### src/rtl/vga_fb_arbiter.sv
// vga_fb_arbiter
// Shares one single-port pixel SRAM between the APB pixel writer and the
// display prefetch engine. The prefetch engine reads the frame in raster order
// into a small FIFO that feeds the VGA colour path.
//
// Ports:
//   clock, reset        system clock, asynchronous active-low reset
//   scan_en             enables prefetch reads
//   frame_start         one-cycle pulse: flush FIFO, restart at pixel 0
//   wr_valid/wr_ready   APB pixel write request / grant (wr_addr, wr_data)
//   pix_ready/pix_valid display handshake; pix_data is the FIFO head (0 if empty)
//   mem_*               SRAM port; mem_rdata valid one cycle after a read
//   fifo_level          FIFO occupancy
//   underflow           sticky: display consumed while FIFO empty
module vga_fb_arbiter #(
    parameter int H_ACTIVE   = 640,
    parameter int V_ACTIVE   = 480,
    parameter int AW         = 19,
    parameter int DW         = 24,
    parameter int FIFO_DEPTH = 16,
    parameter int LOW_WATER  = 4
) (
    input  logic                          clock,
    input  logic                          reset,
    input  logic                          scan_en,
    input  logic                          frame_start,
    input  logic                          wr_valid,
    output logic                          wr_ready,
    input  logic [AW-1:0]                 wr_addr,
    input  logic [DW-1:0]                 wr_data,
    input  logic                          pix_ready,
    output logic                          pix_valid,
    output logic [DW-1:0]                 pix_data,
    output logic                          mem_en,
    output logic                          mem_we,
    output logic [AW-1:0]                 mem_addr,
    output logic [DW-1:0]                 mem_wdata,
    input  logic [DW-1:0]                 mem_rdata,
    output logic [$clog2(FIFO_DEPTH):0]   fifo_level,
    output logic                          underflow
);

    localparam int PW        = $clog2(FIFO_DEPTH);
    localparam int FRAME_PIX = H_ACTIVE * V_ACTIVE;

    typedef enum logic {GNT_READ, GNT_WRITE} grant_e;

    logic [AW-1:0] rd_ptr;
    logic          rd_inflight;
    logic [DW-1:0] fifo_mem [FIFO_DEPTH];
    logic [PW-1:0] head, tail;
    logic [PW:0]   level;
    grant_e        last_grant;
    logic          underflow_q;

    logic [PW+1:0] credit;
    logic          read_req, urgent, grant_rd, grant_wr, push, pop;

    // An in-flight read already owns a FIFO slot, so full + in-flight never overflows.
    assign credit   = {1'b0, level} + {{(PW+1){1'b0}}, rd_inflight};
    assign read_req = scan_en && !frame_start && (credit < (PW+2)'(FIFO_DEPTH));
    assign urgent   = read_req && (level < (PW+1)'(LOW_WATER));

    // Urgent reads always win; otherwise reads and writes alternate under contention.
    // Grants are masked while reset is held so the SRAM sees no access.
    assign grant_rd = reset && read_req &&
                      (urgent || !wr_valid || last_grant == GNT_WRITE);
    assign grant_wr = reset && wr_valid && !grant_rd;

    assign wr_ready  = grant_wr;
    assign mem_en    = grant_rd || grant_wr;
    assign mem_we    = grant_wr;
    assign mem_addr  = grant_rd ? rd_ptr : (grant_wr ? wr_addr : '0);
    assign mem_wdata = grant_wr ? wr_data : '0;

    assign push = rd_inflight;
    assign pop  = pix_ready && (level != '0);

    assign pix_valid  = (level != '0);
    assign pix_data   = pix_valid ? fifo_mem[head] : '0;
    assign fifo_level = level;
    assign underflow  = underflow_q;

    always_ff @(posedge clock or negedge reset) begin
        if (!reset) begin
            rd_ptr      <= '0;
            rd_inflight <= 1'b0;
            head        <= '0;
            tail        <= '0;
            level       <= '0;
            last_grant  <= GNT_WRITE;
            underflow_q <= 1'b0;
        end else begin
            if (grant_rd)      last_grant <= GNT_READ;
            else if (grant_wr) last_grant <= GNT_WRITE;

            if (frame_start) begin
                // Flush; any data returning this cycle is dropped.
                rd_ptr      <= '0;
                rd_inflight <= 1'b0;
                head        <= '0;
                tail        <= '0;
                level       <= '0;
                underflow_q <= 1'b0;
            end else begin
                rd_inflight <= grant_rd;
                if (grant_rd)
                    rd_ptr <= (rd_ptr == AW'(FRAME_PIX - 1)) ? '0 : rd_ptr + AW'(1);
                if (push) tail <= tail + PW'(1);
                if (pop)  head <= head + PW'(1);
                if (push && !pop)      level <= level + (PW+1)'(1);
                else if (pop && !push) level <= level - (PW+1)'(1);
                if (pix_ready && level == '0 && scan_en) underflow_q <= 1'b1;
            end
        end
    end

    // Storage needs no reset: level gates every read of it.
    always_ff @(posedge clock) begin
        if (push && !frame_start) fifo_mem[tail] <= mem_rdata;
    end

endmodule
### config.mk
export PLATFORM = sky130hd
export DESIGN_NAME = vga_fb_arbiter
export DESIGN_NICKNAME = d
export VERILOG_FILES = /design/src/rtl/vga_fb_arbiter.sv
export SDC_FILE = /design/constraint.sdc
export NUM_CORES = 1
export LEC_CHECK = 0
export ABC_AREA = 1
export BUFFER_PORTS_ARGS = -buffer_cell sky130_fd_sc_hd__buf_2
export CAP_MARGIN = 5
export CORE_ASPECT_RATIO = 0.7
export CORE_MARGIN = 4
export CORE_UTILIZATION = 45
export DETAILED_ROUTE_END_ITERATION = 10
export PLACE_DENSITY_LB_ADDON = 0.3
export SETUP_SLACK_MARGIN = 0.1
export SLEW_MARGIN = 30
export SYNTH_ARGS = -nofsm -noshare
export SYNTH_HDL_FRONTEND = slang
export SYNTH_SLANG_ARGS = --single-unit
### constraint.sdc
create_clock -name clock -period 2.3 [get_ports clock]
set_input_delay 0.46 -clock clock [delete_from_list [all_inputs] [get_ports clock]]
set_output_delay 0.46 -clock clock [all_outputs]
set_load 0.02 [all_outputs]
Word-level counts from Yosys, hierarchy flattened
Memory sizes are Yosys's and may differ from the RTL's. Cells that the tools add are included.

Bits of input ports: 73. Bits in writable memories: 384. Memories: 1. Word-level logic and storage cells: 67. Flip-flop bits (word level): 35. Output and inout bits: 77.

Reductions and logical operators: 29. Equal/unequal tests: 1. Add/subtract/negate cells: 6. Multiplexer cells: 21. $lt $le $gt $ge: 2.

Memories: fifo_mem (words 16, bits a word 24, read ports 1, clocked after Yosys merged registers in 0, write ports 1, line 50) `logic [DW-1:0] fifo_mem [FIFO_DEPTH];`.

Operators with widths (count): two-way mux 19 bit (5); two-way mux 24 bit (2); adder 19 x 1 -> 19 bit, second input constant (1); equality test 19 bit, second input constant (1); two-way mux 4 bit (4); two-way mux 5 bit (3); logical AND 1 bit (13); nonzero test 2 bit (5); adder 4 x 1 -> 4 bit, second input constant (2); two-way mux 1 bit (7); adder 5 x 1 -> 6 bit (1); < comparator 6 x 5 -> 1 bit, second input constant (1); adder 5 x 1 -> 5 bit, second input constant (1); logical NOT 1 bit (5); logical NOT 5 bit (1); < comparator 5 x 3 -> 1 bit, second input constant (1); nonzero test 5 bit (1); subtractor 5 x 1 -> 5 bit, second input constant (1); logical OR 1 bit (3); nonzero test 3 bit (1).

Logic depth before layout (Yosys ltp)
Word-level depth: 11. Mapped depth: 13. Gate-level depth less buffers: 13.

Worst setup path before layout
No wires, ideal clock.

Path type: reg-to-reg. From: register rd_inflight, in the netlist push. To: memory fifo_mem[0][0], enable pin. Setup time: 0.405 ns. Path buffers: 0. Period minus slack after synthesis: 2.272 ns. Cell stages (with the launch flop): 5. Data arrival time: 1.867 ns. Path slack: 0.028 ns. Required time: 1.895 ns. Path through: dfrtp_1 > inv_1 > nor2_1 > nand2_1 > nor2_1.

Word-level cells in the longest chain between the ends: 3.

Ends and longest elaborated chain: start, declared (line 49) `logic rd_inflight;`; start signal, assigned (line 106) `rd_inflight <= grant_rd;`; logical AND 1 bit (line 120) `if (push && !frame_start) fifo_mem[tail] <= mem_rdata;`; two-way mux 1 bit (line 120); two-way mux 1 bit (not written as such) (line 120); end, declared (line 50).

No other way between the ends.

Worst setup path after layout
From: register head[0]. To: output port pix_data[21].

Word-level cells in the longest chain between the ends: 2.

Ends and longest elaborated chain: start, declared (line 51) `logic [PW-1:0] head, tail;`; start signal, assigned (line 110) `if (pop) head <= head + PW'(1);`; memory (16 x 24 bit); two-way mux 24 bit (line 80) `assign pix_data = pix_valid ? fifo_mem[head] : '0;`; end, declared (line 33) `output logic [DW-1:0] pix_data,`.

No other way between the ends.

==> flow_summary.yaml <==
run_status:
  violations: "negative setup slack"
  status: "finished with violations"
final_layout:
  fin_cells: 2479
  fill_cells: 3067
  diodes: 0
  nets: 1994
  syn2layout_area_growth_pct: 31.2
  design_area_sq_um: 24000
  drive_gt1_share_pct: 26.6
global_routing:
  grt_overflow: 0
  grt_pass1_wl_mm: 75.4
  grt_pass1_vias: 12800
  grt_usage_pct: 21.9
  antenna_found_initial: 0
  grt_start_max_net_pins: 61
worst_setup_path:
  worstSetupStartpointType: "flip-flop"
  path_class: "reg -> out"
  worstPathRequired_ps: 1840
  path_max_fanout: 7
  cp-end-kind: "output pin"
  r2r_cells: 6
  worstPathArrival_ps: 2280
route:
  vias_per_cell: 5.60
  drtAntennaViolNets: 0
  drt_iter0_markers: 1513
  first_pass_iters: 8
  via_count: 13900
  wl_mm: 54.3
  wl_per_cell_um: 21.9
  drc: 0
place:
  hpwl_mm: 25.9
  dp.cells: 2333
  numPortBuffers: 149
  gp_congestion: 0.862
  place_area_sq_um: 20200
timing:
  setup_ws_ps: -440
  max_slew_margin_pct: 50.5
  rsz0062_at_grt: "true"
  fin_worst_skew_ps: 20.6
  setup_viol: 70
  max_freq_ghz: 0.365
  tns_ps: -15370
  worstMarginPinSlew_ps: 737
  maxSlewViolCount: 0
  finalCriticalPeriod_ps: 2740
  whs_ps: 34.3
  hold_viol: 0
  fin_crit_sh_pct: 119
pwr:
  p_per_area_nw_per_um2: 1030
  power_leakage_nw: 9.30
  total_power_mw: 24.7
  ir_drop_mv: 0.578
clocking:
  ctsLongestPathBuffers: 3
  cts-htree-levels: 2
  cts_num_sinks: 419
  clk_pin_slew_ps: 60
  numCtsBuffers: 41
  cts_root_buf: "clkbuf_16"
  cts_tree: "done"
  clk_latency_ps: 550
logic_synthesis:
  synth_fp_nets: 1769
  synth_seq_cells: 419
  ys_seq_area_share_pct: 67.8
  syn-cell-area_sq_um: 18300
  ys_warn_count: 0
  avgSynthCellArea_sq_um: 10.9
  synth_cells: 1686
  ys_types: 32
floorplanning:
  initial_core_util_pct: 45.9
  fp-row-count: 61
  dieWidth_um: 249
  dieArea_sq_um: 44000
  pin_count: 150
  core_sq_um: 39900
  fp.dieH_um: 177
hold_path:
  hp-class: "in -> async"
run:
  drv_cap: 0
-- cells in the mapped netlist, drive strengths merged --
| cell | number | area share, % |
|---|---|---|
| a21oi | 32 | 0.90 |
| a22o | 1 | 0.048 |
| buf | 66 | 2.1 |
| clkbuf | 27 | 0.55 |
| dfrtp | 34 | 4.6 |
| dfstp | 1 | 0.14 |
| edfxtp | 384 | 63 |
| fa | 1 | 0.11 |
| ha | 9 | 0.62 |
| inv | 92 | 1.9 |
| nand2 | 590 | 12 |
| nand3 | 325 | 9.0 |
| nand4 | 4 | 0.14 |
| nor2 | 67 | 2.4 |
| nor3 | 2 | 0.055 |
| o21ai | 22 | 0.60 |
| o22ai | 18 | 1.2 |
| xnor2 | 1 | 0.048 |
| xor2 | 10 | 0.48 |
-- worst max-delay path, cell delays in order (launching register included) --
cell       delay, ps
dfrtp_4          540
buf_12           180
buf_12           150
clkbuf_16        160
nand2_2           40
nand3_1           70
nand3_1          100
nand2_1          100
nand2_2           60
a21oi_2          180
buf_6            150
-- worst paths after layout --
path	startpoint	to	slack (ps)
worst max-delay path	head[0]	pix_data[21]	-440
worst min-delay path	reset	rd_ptr[13]	30
worst max register to register	push	fifo_mem[5][22]	220
worst min register to register	underflow	underflow	530
max in group asynchronous	reset	fifo_level[4]	1680
min in group clock	scan_en	underflow	250
-- what timing repair did --
| action | in CTS | in global routing |
|---|---|---|
| buffers inserted | 14 | 16 |
| pin swaps | 7 | 48 |
| cloned | 14 | 29 |
| setup endpoints to repair | 70 | 72 |
| endpoints found under the hold margin | 6 | 0 |
| hold buffers | 1 | 0 |
| resized for setup | 207 | 130 |
-- where the power goes --
part / leakage (nW) / internal, mW / switching (mW)
clock network: 0.665 / 4.02 / 2.89
logic: 4.71 / 4.04 / 5.28
registers: 3.92 / 8.40 / 0.106
total: 9.30 / 16.5 / 8.28
-- routing by layer --
metal / GRT usage [%] / wire (um) / vias up / part of all wire, %
li1: - / - / 6243 / -
met1: 32.2 / 23200 / 6856 / 43
met2: 34.7 / 25400 / 689 / 47
met3: 3.76 / 4790 / 84 / 8.8
met4: 4.95 / 944 / 0 / 1.7
met5: 0 / 0 / - / 0
-- cells in the final DEF, fill, tap and decap left out, drive strengths merged, types with 22 or more instances in the layout --
| master | count |
|---|---|
| a21oi | 32 |
| nand3 | 325 |
| dfrtp | 34 |
| inv | 92 |
| o21ai | 22 |
| buf | 252 |
| nand2 | 590 |
| edfxtp | 384 |
| nor2 | 67 |
| clkbuf | 70 |
-- registers in the layout (all words and copies together), names as in the netlist --
register and cells:
fifo_level 5, fifo_mem 384, head 4, last_grant 1
push 1, rd_ptr 19, tail 4, underflow 1
-- final cells by class --
type	count	area, sq um	share of cell area (%)
Sequential cell	419	12400	51.7
Timing Repair Buffer	273	3350	13.9
Clock inverter	25	255	1.06
Multi-Input combinational cell	1082	5790	24.1
Tap cell	535	669	2.79
Timing Repair inverter	2	46.3	0.193
Clock buffer	51	1120	4.65
Inverter	92	375	1.56
-- metrics by stage --
stage	setup slack [ps]	utilization [%]
after global routing	-533	60.2
after detailed placement	-2.35	50.6
final	-440	60.2
after floorplan	28.4	-
after CTS	-444	57.2
after global placement	-6.42	50.6
-- kinds of logic (layout without fill, tap and decap cells) --
family / after synthesis / in the layout / share of synthesized area [%]
buffers and inverters: 185 / 443 / 4.52
XOR/XNOR: 11 / 11 / 0.526
adder cells (fa/ha/maj): 10 / 10 / 0.725
flip-flops: 419 / 419 / 67.8
AO/OA/AOI/OAI: 73 / 73 / 2.71
AND/OR/NAND/NOR: 988 / 988 / 23.7
Note: power is estimated with default switching activity, not from simulation.
